===== src/rtl/calc_pkg.sv =====
// calc_pkg: shared state/op encodings, BCD constants and validity helper for the calculator
package calc_pkg;
  localparam int BCD_W = 10;
  localparam int BCD_DIGIT_MAX = 9;
  typedef enum logic [2:0] {LOAD_A = 3'd0, LOAD_B = 3'd1, START = 3'd2, WAIT = 3'd3, SHOW = 3'd4} state_t;
  typedef enum logic [1:0] {OP_ADD = 2'd0, OP_SUB = 2'd1, OP_MUL = 2'd2, OP_DIV = 2'd3} op_t;
  function automatic logic bcd_valid(input logic [BCD_W-1:0] v);
    return (v[7:4] <= 4'(BCD_DIGIT_MAX)) && (v[3:0] <= 4'(BCD_DIGIT_MAX));
  endfunction
endpackage


===== src/rtl/key_debounce.sv =====
// key_debounce: synchronizes and debounces an active-low button, emitting one pulse per press
module key_debounce #(
  parameter int DEBOUNCE_CYCLES = 250000
) (
  input  logic clk,
  input  logic rst,
  input  logic raw_n,
  output logic press_p
);
  localparam int CW = $clog2(DEBOUNCE_CYCLES + 1);
  logic r_s1, r_s2, r_lvl, r_lvl_d, r_press;
  logic [CW-1:0] r_cnt;
  logic w_settled;
  assign w_settled = (r_s2 != r_lvl) && (r_cnt == CW'(DEBOUNCE_CYCLES - 1));
  always_ff @(posedge clk or posedge rst)
    if (rst) begin
      r_s1 <= 1'b1;
      r_s2 <= 1'b1;
      r_lvl <= 1'b1;
      r_lvl_d <= 1'b1;
      r_press <= 1'b0;
      r_cnt <= '0;
    end else begin
      r_s1 <= raw_n;
      r_s2 <= r_s1;
      r_cnt <= (r_s2 == r_lvl || w_settled) ? '0 : r_cnt + 1'b1;
      if (w_settled) r_lvl <= r_s2;
      r_lvl_d <= r_lvl;
      r_press <= r_lvl_d & ~r_lvl;
    end
  assign press_p = r_press;
endmodule


===== src/rtl/calc_sequencer.sv =====
// calc_sequencer: calculator control FSM capturing operands, running the ALU with timeout, holding the result
module calc_sequencer
  import calc_pkg::*;
#(
  parameter int DEBOUNCE_CYCLES = 250000,
  parameter int ALU_TIMEOUT = 1024
) (
  input  logic             clk,
  input  logic             rst,
  input  logic             key_n,
  input  logic             clr_n,
  input  logic [BCD_W-1:0] sw_val,
  input  logic             sw_neg,
  input  logic [1:0]       sw_op,
  input  logic             alu_done,
  input  logic [BCD_W-1:0] alu_d,
  input  logic             alu_neg,
  input  logic             alu_ovf,
  output logic [BCD_W-1:0] a_val,
  output logic             a_neg,
  output logic [BCD_W-1:0] b_val,
  output logic             b_neg,
  output logic [1:0]       op,
  output logic             alu_start,
  output logic [BCD_W-1:0] d_val,
  output logic             d_neg,
  output logic             d_ovf,
  output logic             show,
  output logic             bcd_err,
  output logic [2:0]       state_dbg
);
  localparam int TW = $clog2(ALU_TIMEOUT + 1);
  state_t r_state;
  op_t r_op;
  logic [TW-1:0] r_tcnt;
  logic [BCD_W-1:0] r_a, r_b, r_d;
  logic r_an, r_bn, r_dn, r_dovf, r_err;
  logic w_key_p, w_clr_p, w_valid;
  key_debounce #(.DEBOUNCE_CYCLES(DEBOUNCE_CYCLES)) u_key (.clk(clk), .rst(rst), .raw_n(key_n), .press_p(w_key_p));
  key_debounce #(.DEBOUNCE_CYCLES(DEBOUNCE_CYCLES)) u_clr (.clk(clk), .rst(rst), .raw_n(clr_n), .press_p(w_clr_p));
  assign w_valid = bcd_valid(sw_val);
  always_ff @(posedge clk or posedge rst)
    if (rst) begin
      r_state <= LOAD_A;
      r_tcnt <= '0;
      r_a <= '0; r_an <= 1'b0; r_b <= '0; r_bn <= 1'b0; r_op <= OP_ADD;
      r_d <= '0; r_dn <= 1'b0; r_dovf <= 1'b0; r_err <= 1'b0;
    end else if (w_clr_p) begin
      r_state <= LOAD_A;
      r_a <= '0; r_an <= 1'b0; r_b <= '0; r_bn <= 1'b0; r_op <= OP_ADD;
      r_d <= '0; r_dn <= 1'b0; r_dovf <= 1'b0; r_err <= 1'b0;
    end else begin
      case (r_state)
        LOAD_A: if (w_key_p) begin
          r_err <= ~w_valid;
          if (w_valid) begin
            r_a <= sw_val; r_an <= sw_neg; r_state <= LOAD_B;
          end
        end
        LOAD_B: if (w_key_p) begin
          r_err <= ~w_valid;
          if (w_valid) begin
            r_b <= sw_val; r_bn <= sw_neg; r_op <= op_t'(sw_op); r_state <= START;
          end
        end
        START: begin
          r_tcnt <= '0;
          r_state <= WAIT;
        end
        WAIT:
          if (alu_done) begin
            r_d <= alu_d; r_dn <= alu_neg; r_dovf <= alu_ovf; r_state <= SHOW;
          end else if (r_tcnt == TW'(ALU_TIMEOUT - 1)) begin
            r_d <= '0; r_dn <= 1'b0; r_dovf <= 1'b1; r_state <= SHOW;
          end else r_tcnt <= r_tcnt + 1'b1;
        SHOW: if (w_key_p) r_state <= LOAD_A;
        default: r_state <= LOAD_A;
      endcase
    end
  assign a_val = r_a;
  assign a_neg = r_an;
  assign b_val = r_b;
  assign b_neg = r_bn;
  assign op = r_op;
  assign d_val = r_d;
  assign d_neg = r_dn;
  assign d_ovf = r_dovf;
  assign bcd_err = r_err;
  assign alu_start = (r_state == START);
  assign show = (r_state == SHOW);
  assign state_dbg = r_state;
endmodule


===== config.mk =====
export PLATFORM = sky130hd
export DESIGN_NAME = calc_sequencer
export DESIGN_NICKNAME = d
export VERILOG_FILES = /design/src/rtl/calc_pkg.sv /design/src/rtl/key_debounce.sv /design/src/rtl/calc_sequencer.sv
export SDC_FILE = /design/constraint.sdc
export NUM_CORES = 1
export LEC_CHECK = 0
export CORE_MARGIN = 3
export CORE_UTILIZATION = 53
export CTS_BUF_LIST = sky130_fd_sc_hd__clkbuf_8 sky130_fd_sc_hd__clkbuf_16
export DETAILED_ROUTE_END_ITERATION = 7
export DONT_BUFFER_PORTS = 1
export PLACE_DENSITY = 0.68
export SLEW_MARGIN = 15
export SYNTH_ARGS = -nofsm -noshare
export SYNTH_HDL_FRONTEND = slang
export SYNTH_SLANG_ARGS = --single-unit

===== constraint.sdc =====
create_clock -name clk -period 3.1 [get_ports clk]
set_clock_uncertainty 0.15 [all_clocks]
set_input_delay 0.155 -clock clk [delete_from_list [all_inputs] [get_ports clk]]
set_output_delay 0.155 -clock clk [all_outputs]
set_load 0.01 [all_outputs]

==> metrics.md <==
| Metric | Value |
|---|---|
| Final wirelength | 8.56 mm |
| Share of layout cells above drive strength 1 | 10.2% |
| Synth top cells by count | dfrtp_1, nor2_1, nand2_1 |
| Synth top area share | 51.6% |
| Hold Violations, Final | 0 |
| Worst-margin pin slew | 0.787 ns |
| CP cell instances | ha_1, nand3_2, o31a_1, nor3_2, nor2_1, a22o_1 |
| Leak Pwr | 2.20 nW |
| Gpl congestion | 0.762 |
| Synth unique cells | 47 |
| Max-cap violations | 0 |
| Post-synth EDFFs | 0 |
| Post-synthesis compound-gate area fraction | 9.71% |
| Post-synth ARST share | 100% |
| Largest family of logic cells by synthesized area | simple AND/OR/NAND/NOR gates |
| Sequential share of the synthesized area | 56.5% |
| Total clock buffers created by CTS | 9 |
| Most common cell in the netlist | dfrtp_1 |
| CTS Root Cell | clkbuf_8 |
| Max Slew Vio Count | 0 |
| PD cells | 471 nW/um2 |
| Pre-antenna DRT Iters | 4 |
| Core Rows | 32 |
| Slowest CP cell | nor2_1 |
| Starting Density | 55.3% |
| Die height | 96.2 um |
| Die width | 96.2 um |
| Mux contribution to synthesized area | 0.754% |
| Critical Path AT | 2.36 ns |
| Power Total | 2.32 mW |
| Resize count post-CTS | 0 |
| Routed WL per cell | 15.8 um |
| Largest net degree at the start of global routing | 66 |
| Nets | 468 |
| Avg Inst Size Synth | 10.7 um2 |
| CTS sink cnt | 97 |
| Layout area overhead | 14.0% |
| GR Overflow Total | 0 |
| Synth top area cells | dfrtp_1, nor2_1, dfstp_2 |
| Initial detailed-routing violation count | 117 |
| Vias per Instance | 5.64 |
| Initial antenna violation count | 0 |
| H-tree Lvls | 3 |
| Synth Area in XOR/XNOR | 8.32% |
| Yosys Warn Count | 0 |
| Number of synthesized register bits | 97 |
| IO buf count | 0 |
| Cell taking the most area after synthesis | dfrtp_1 |
| Cells after Synth | 403 |
| CORE AREA | 7810 um2 |
| CP Launch Type | flop |
| Min Tclk post-route | 2.21 ns |
| Max stage delay on crit path | 0.59 ns |
| Setup-failing EPs final | 0 |
| Endpoint class of the critical path | flop |
| Post-place setup slack | 0.914 ns |
| DRC viols | 0 |
| Peak supply drop | 255 uV |
| Clk slew on worst S/H paths | 0.10 ns |
| Status | finished, final reports clean |
| Synth Area in Adders | 0.870% |
| Clock Tree Buf Depth | 2 |
| Clock latency on the worst-skew pair | 0.37 ns |
| CP Data Required Time | 3.25 ns |
| Fmax | 0.452 GHz |
| Crit share post-route | 71.3% |
| Hold Path Class | primary input to flop |
| CTS tree | yes |
| Crit path max fanout | 11 |
| Detailed placement HPWL | 5.65 mm |
| First-pass GRT wire length | 14.4 mm |
| Die area | 9260 um2 |
| Remaining antenna violation count after routing | 0 |
| RSZ-0062 raised after global routing | no |
| Setup slack after layout | 0.890 ns |
| Post-Synth Simple-Gate Area | 20.8% |
| Top FF cell, synth | dfrtp_1 |
| Fillers | 636 |
| CP Class | flop to flop |
| Gr usage total | 20.1% |
| Setup Total Neg Slack | 0 ns |
| Mapped Area | 4320 um2 |
| Vias | 3057 |
| Vias in the first global route | 3090 |
| ANT cells | 0 |
| I/O Pins | 72 |
| Mapped Nets | 436 |
| Rel. slew slack | 47.3% |
[layer usage]
layer | share of wire, % | up-vias | global-route usage, %
li1 | - | 1461 | -
met1 | 45 | 1505 | 27.3
met2 | 48 | 75 | 31.3
met3 | 5.3 | 16 | 4.30
met4 | 1.9 | 0 | 7.94
met5 | 0 | - | 0
[report_power, final]
part           internal [mW]  switching [mW]
registers               1.29          0.0326
clock network          0.400           0.487
logic                 0.0488          0.0543
[registers in the layout, summed over array words and instances (netlist names), 2 cells and up]
register,count
u_clr.r_cnt,18
state_dbg,3
u_key.r_cnt,18
op,2
a_val,10
b_val,10
d_val,10
r_tcnt,11
[logic make-up after synthesis]
family,Yosys count
muxes,3
buffers and inverters,27
AOI/OAI and AO/OA,53
DFF,97
xor gates and xnor gates,41
adders and majority gates,3
and+or+nand+nor,179
[worst max-delay path, delay by kind of cell, from the launching register on]
kind                       cells  cell delay, ns
AOI/OAI and AO/OA              2            0.51
and+or+nand+nor                3            0.82
adders and majority gates      1            0.24
DFF                            1            0.43
[cell type report]
type | instances | area, um2 | share of cell area [%]
inverter | 13 | 51.3 | 1.04
clock inverter | 7 | 95.1 | 1.93
multi-input combinational | 279 | 1750 | 35.5
clock buffer | 9 | 124 | 2.52
sequential | 97 | 2440 | 49.5
tap | 102 | 128 | 2.59
timing repair buffer | 35 | 338 | 6.86
[what timing repair did]
| action | CTS | global route |
|---|---|---|
| endpoints found under the hold margin | 96 | 0 |
| hold buffers | 30 | 0 |
| setup buffers | 0 | 0 |
| endpoints found under the setup margin | 0 | 0 |
[path summary, 6_finish.rpt]
kind                                        from                        to  slack, ns  cells after the start
setup / recovery           r_tcnt[0]$_DFFE_PP0P_      d_val[5]$_DFFE_PP0P_       0.89                      6
hold reg to reg             u_key.r_s1$_DFF_PP1_      u_key.r_s2$_DFF_PP1_       0.21                      0
min in group asynchronous                    rst      b_val[1]$_DFFE_PP0P_       0.26                      2
hold / removal                          alu_done  state_dbg[1]$_DFFE_PP0P_       0.07                      4
setup reg to reg           r_tcnt[0]$_DFFE_PP0P_      d_val[5]$_DFFE_PP0P_       0.89                      6
max in group asynchronous                    rst      d_val[2]$_DFFE_PP0P_       1.80                      3
[placed cells by master (no fill, tap or decap), types with 3 or more instances in the layout]
cell / count
dlygate4sd3_1: 30
nand3_1: 17
ha_1: 3
nand2b_1: 3
a2bb2oi_1: 4
xor2_1: 21
dfstp_2: 8
buf_4: 5
inv_1: 12
and3_1: 5
o21ai_1: 4
clkbuf_8: 9
a31oi_1: 3
xnor2_1: 20
nor4b_1: 3
inv_6: 3
nand2_1: 31
dfrtp_1: 89
nor2_1: 72
a22o_1: 24
o21ai_0: 8
a32o_1: 5
nor3_1: 8
nor4_1: 7
nand4_1: 11
[metrics by stage]
| stage | cell area, um2 | hold WS [ns] | instances | utilization, % |
|---|---|---|---|---|
| 2_1_floorplan | 4320 | 0.00948 | 403 | - |
| 3_3_place_gp | 4400 | 0.00955 | 496 | 56.4 |
| 3_5_place_dp | 4400 | 0.00954 | 496 | 56.4 |
| 6_report | 4920 | 0.0736 | 542 | 63.0 |
| 4_1_cts | 4920 | 0.0507 | 542 | 63.0 |
| 5_1_grt | 4920 | 0.0636 | 542 | 63.0 |
Power figures use the tool's default switching activity.
